`config.mk`:
```
export PLATFORM = sky130hd
export DESIGN_NAME = regfile_nxm
export DESIGN_NICKNAME = d
export VERILOG_FILES = /design/src/rtl/regfile_nxm.sv
export SDC_FILE = /design/constraint.sdc
export NUM_CORES = 1
export LEC_CHECK = 0
export ABC_CLOCK_PERIOD_IN_PS = 4200
export CAP_MARGIN = 20
export CORE_ASPECT_RATIO = 1.1
export CORE_MARGIN = 4
export CORE_UTILIZATION = 30
export CTS_CLUSTER_SIZE = 40
export DETAILED_ROUTE_END_ITERATION = 6
export GPL_TIMING_DRIVEN = 0
export HOLD_SLACK_MARGIN = 0.05
export PLACE_DENSITY = 0.54
export SLEW_MARGIN = 25
export SYNTH_ARGS = -nofsm -noshare
export SYNTH_HDL_FRONTEND = slang
export SYNTH_SLANG_ARGS = --single-unit
```
`constraint.sdc`:
```
create_clock -name UserCLK -period 4.2 [get_ports UserCLK]
set_clock_uncertainty 0.15 [all_clocks]
set_input_delay 1.26 -clock UserCLK [delete_from_list [all_inputs] [get_ports UserCLK]]
set_output_delay 1.26 -clock UserCLK [all_outputs]
set_load 0.02 [all_outputs]
```
`src/rtl/regfile_nxm.sv`:
```
// regfile_nxm
//   DEPTH x DATA_WIDTH register file with one write port, two independent
//   read ports (A/B) and a self-timed clear sweep. The sweep zeroes every
//   entry, one per clock. It runs after reset release and on a CLR request.
//
//   state  | meaning
//   -------+----------------------------------------------------------
//   IDLE   | normal operation: writes accepted, reads return memory
//   CLEAR  | sweep in progress: entry cnt zeroed each edge, BUSY = 1
//
// Ports
//   UserCLK    : clock for all sequential logic
//   RESETn     : asynchronous active-low reset (release synchronous to UserCLK)
//   D          : write data
//   W_ADR      : write address
//   W_en       : write enable (ignored while BUSY or when CLR is high)
//   CLR        : request a clear sweep (ignored while a sweep is running)
//   A_ADR      : read address, port A
//   B_ADR      : read address, port B
//   AD         : read data, port A (0 while BUSY)
//   BD         : read data, port B (0 while BUSY)
//   BUSY       : high while the clear sweep is in progress
//   ConfigBits : [0] registered A, [1] registered B, [2] write-through bypass
module regfile_nxm #(
  parameter int DATA_WIDTH   = 4,
  parameter int ADDR_WIDTH   = 5,
  parameter int NoConfigBits = 3
) (
  input  logic                    UserCLK,
  input  logic                    RESETn,
  input  logic [DATA_WIDTH-1:0]   D,
  input  logic [ADDR_WIDTH-1:0]   W_ADR,
  input  logic                    W_en,
  input  logic                    CLR,
  input  logic [ADDR_WIDTH-1:0]   A_ADR,
  input  logic [ADDR_WIDTH-1:0]   B_ADR,
  output logic [DATA_WIDTH-1:0]   AD,
  output logic [DATA_WIDTH-1:0]   BD,
  output logic                    BUSY,
  input  logic [NoConfigBits-1:0] ConfigBits
);

  localparam int DEPTH = 1 << ADDR_WIDTH;
  localparam logic [ADDR_WIDTH-1:0] CNT_LAST = ADDR_WIDTH'(DEPTH - 1);

  typedef enum logic {
    S_IDLE  = 1'b0,
    S_CLEAR = 1'b1
  } state_t;

  state_t                  state_q, state_d;
  logic [ADDR_WIDTH-1:0]   cnt_q, cnt_d;
  logic [DATA_WIDTH-1:0]   mem [DEPTH];
  logic [DATA_WIDTH-1:0]   ra_q, rb_q;
  logic [DATA_WIDTH-1:0]   rd_a, rd_b;
  logic [DATA_WIDTH-1:0]   a_next, b_next;
  logic                    busy;
  logic                    wr_go;
  logic                    clr_go;
  logic                    bypass_ok;

  assign busy = (state_q == S_CLEAR);
  assign BUSY = busy;

  // RESETn forces CLEAR asynchronously; gating the sweep write with RESETn
  // keeps the memory untouched while reset is held.
  assign clr_go = busy && RESETn;
  assign wr_go  = (state_q == S_IDLE) && W_en && !CLR;

  always_ff @(posedge UserCLK or negedge RESETn) begin
    if (!RESETn) begin
      state_q <= S_CLEAR;
      cnt_q   <= '0;
    end else begin
      state_q <= state_d;
      cnt_q   <= cnt_d;
    end
  end

  always_comb begin
    state_d = state_q;
    cnt_d   = cnt_q;
    case (state_q)
      S_IDLE: begin
        if (CLR) begin
          state_d = S_CLEAR;
          cnt_d   = '0;
        end
      end
      S_CLEAR: begin
        // CLR is ignored here; the counter wraps to 0 naturally at CNT_LAST.
        cnt_d = cnt_q + 1'b1;
        if (cnt_q == CNT_LAST) begin
          state_d = S_IDLE;
        end
      end
      default: begin
        state_d = S_CLEAR;
        cnt_d   = '0;
      end
    endcase
  end

  // Storage has no reset; it is zeroed by the sweep instead.
  always_ff @(posedge UserCLK) begin
    if (clr_go) begin
      mem[cnt_q] <= '0;
    end else if (wr_go) begin
      mem[W_ADR] <= D;
    end
  end

  // The bypass is qualified by the same conditions as a real write, so it
  // only shows D when that D is actually about to land.
  assign bypass_ok = ConfigBits[2] && wr_go;

  assign rd_a = (bypass_ok && (W_ADR == A_ADR)) ? D : mem[A_ADR];
  assign rd_b = (bypass_ok && (W_ADR == B_ADR)) ? D : mem[B_ADR];

  assign a_next = busy ? '0 : rd_a;
  assign b_next = busy ? '0 : rd_b;

  always_ff @(posedge UserCLK or negedge RESETn) begin
    if (!RESETn) begin
      ra_q <= '0;
      rb_q <= '0;
    end else begin
      ra_q <= a_next;
      rb_q <= b_next;
    end
  end

  assign AD = ConfigBits[0] ? (busy ? '0 : ra_q) : a_next;
  assign BD = ConfigBits[1] ? (busy ? '0 : rb_q) : b_next;

endmodule

```
==> run_results.csv <==
group,metric,value,unit
outcome,status,"finished with violations",
outcome,violations,"negative setup slack",
cells_and_area,stdcell_area,9340,um^2
floorplanning,core-area,23800,um^2
placed_design,placed_area,8150,um^2
grt,grt_max_degree,25,
logic_synthesis,ys.warnings.count,0,
grt,grt_pass1_vias,5570,
cells_and_area,insertedDiodeCount,0,
min_path,hold_start,"cnt_q[1]$_DFFE_PN0P_",
logic_synthesis,synth_flop_cell,"edfxtp_1",
logic_synthesis,synth_cell_types,37,
timing,rsz0062_at_grt,"true",
logic_synthesis,seq_area_frac_synth,0.573,
worst_setup_path,r2r-start,"BUSY$_DFF_PN1_",
power_and_ir_drop,pwr-share-seq,0.430,
route,drtAntennaViolNets,0,
timing,setup_slack,-0.0804,ns
clocking,clk_latency,0.42,ns
grt,grt_antenna_before_repair,0,
worst_setup_path,crit_type,"in2out",
flow_run,maxCapViolCount,0,
placed_design,gp_congestion,0.910,
power_and_ir_drop,p_leak,3.45,nW
floorplanning,die_area,27000,um^2
worst_setup_path,cp.arrival,2.87,ns
cells_and_area,regArea,4200,um^2
grt,overflow,0,
grt,grt_pass1_wl,34.6,mm
clocking,cts_sinks,142,
power_and_ir_drop,clkPwrFrac,0.373,
logic_synthesis,ys_async_sr_fraction,0.0986,
timing,clock.fmax,0.234,GHz
logic_synthesis,synth.top_cell.area_share,0.525,
route,via_per_inst,5.46,
timing,hold_viol,0,
power_and_ir_drop,p_switching,0.00121,W
cells_and_area,final_common_cell,"edfxtp_1",
route,wire_per_inst,23.9,um
logic_synthesis,syn-num-nets,616,
route,vias,5293,
logic_synthesis,synth_edf_count,128,
timing,tightestPinTransition,0.754,ns
route,routed_wl,23.2,mm
route,firstDrtPassIters,5,
timing,timing.final.crit_period,4.28,ns
timing,slew_violations,0,
cells_and_area,drive_above_1_share,0.259,
clocking,clockBufferDepth,2,
logic_synthesis,yosysTopAreaCell,"edfxtp_1",
min_path,hp-class,"reg2reg",
floorplanning,initial_utilization,0.307,
power_and_ir_drop,internal_power,0.00284,W
cells_and_area,fillerInstances,2227,
power_and_ir_drop,power_density,434,nW/um^2
logic_synthesis,yosys_register_bits,142,
worst_setup_path,worstPathRequired,2.79,ns
logic_synthesis,syn_avg_cell_area,12.4,um^2
grt,grt_usage,0.175,
floorplanning,num_io_pins,35,
floorplanning,die_w,157,um
cells_and_area,multi_input_area,3210,um^2
timing,slew_headroom,0.496,
timing,setup_violations,5,
logic_synthesis,synth_cells,588,
clocking,cts_root_buf,"clkbuf_16",
clocking,hold_buffers,0,
power_and_ir_drop,pwr-share-comb,0.198,
worst_setup_path,end_kind,"primary output",
worst_setup_path,crit_fanout,8,
placed_design,hpwl,16.5,mm
timing,timing.hold.ws,0.455,ns
cells_and_area,final_cell_mix,"edfxtp_1 (128), mux2i_1 (125), nand2_1 (46), nor2_1 (43), nand3_1 (23)",
floorplanning,die_h,172,um
timing,period_share,1.02,
logic_synthesis,synth_top_cells_by_area,"edfxtp_1 (53%), mux2i_1 (18%), dfrtp_1 (4.4%), a22oi_1 (4.1%), nor2_1 (2.5%)",
power_and_ir_drop,netSwitchingFraction,0.298,
timing,setup_tns,-0.242,ns
placed_design,dp_worst_setup_slack,-1.36,ns
power_and_ir_drop,ir_worst_vdd,0.283,mV
placed_design,numPortBuffers,30,
logic_synthesis,synth_area,7320,um^2
clocking,numCtsBuffers,17,
clocking,cts_tree,"done",
cells_and_area,nNetsFinal,680,
worst_setup_path,worst_setup_path_start_kind,"primary input",
cells_and_area,fin_util,0.392,
cells_and_area,layout-area-overhead-vs-synth,27.6,%
clocking,path_clk_slew,0.06,ns
route,drt_iter0_drc,542,
worst_setup_path,startpoint,"A_ADR[1]",
route,route.detailed.drc,0,
clocking,htree_num_levels,4,
floorplanning,rows,59,
==> state kept, by name, indices dropped and copies added, names as in the netlist <==
register,count
mem,128
ra_q,4
rb_q,4
cnt_q,5
BUSY,1
==> synth_stat cells, types with 10 or more instances <==
master    number
nand3_1       26
nand4_1       10
a21oi_1       25
nand2_1       48
mux2i_1      130
a22oi_1       40
edfxtp_1     128
clkbuf_1      17
dfrtp_1       13
buf_4         12
nor2_1        49
==> path summary, 6_finish.rpt <==
check,cells after the start,end,slack [ns]
max in group asynchronous,1,rb_q[3]$_DFF_PN0_,2.30
min,1,cnt_q[1]$_DFFE_PN0P_,0.46
min in group asynchronous,1,cnt_q[3]$_DFFE_PN0P_,1.13
max reg2reg,8,mem[8][2]$_DFFE_PP_,1.10
min reg2reg,1,cnt_q[1]$_DFFE_PN0P_,0.46
max,9,AD[3],-0.08
==> critical path: stages <==
cell,delay [ns]
buf_2,0.13
buf_12,0.15
buf_12,0.15
mux2i_1,0.13
a22oi_1,0.26
nand4_1,0.22
and4_4,0.25
o221ai_2,0.14
buf_4,0.16
==> stage by stage <==
step	cells	total power, W
finish	970	0.00405
global route	970	0.00419
CTS	972	0.00404
detailed placement	927	0.00248
global placement	923	0.00245
floorplan	588	0.00218
==> cell families after synthesis <==
group / synth area share
simple gates: 0.111
flops: 0.573
mux: 0.182
compound gates: 0.0860
buf+inv: 0.0289
xor+xnor: 0.0144
fa+ha+maj: 0.00342
==> metal layers <==
metal  vias up  GRT usage  routed length (um)
li1       2384          -                   -
met1      2625      0.211                9100
met2       231      0.298               11400
met3        53     0.0335                1600
met4         0     0.0875                1070
met5         -          0                   0
==> layout make-up <==
class | count | area share
Timing Repair Buffer | 51 | 0.0627
Multi-Input combinational cell | 404 | 0.344
Inverter | 5 | 0.00201
Clock buffer | 17 | 0.0456
Clock inverter | 15 | 0.0173
Buffer | 31 | 0.0386
Sequential cell | 142 | 0.449
Tap cell | 305 | 0.0409
==> power groups by stage <==
stage,combinational [W],sequential [W],clock (W)
4_1_cts,0.000778,0.00174,0.00152
3_3_place_gp,0.000692,0.00176,0
5_1_grt,0.000850,0.00175,0.00159
6_report,0.000801,0.00174,0.00151
3_5_place_dp,0.000712,0.00176,0
2_1_floorplan,0.000437,0.00174,0
==> timing repair <==
action                                  4_1_cts  5_1_grt
endpoints found under the setup margin        8        8
gates resized for setup                     194       49
setup buffers                                15        0
pin swaps                                    28       20
cloned                                        0        2
Note: power is estimated with default switching activity, not from simulation.
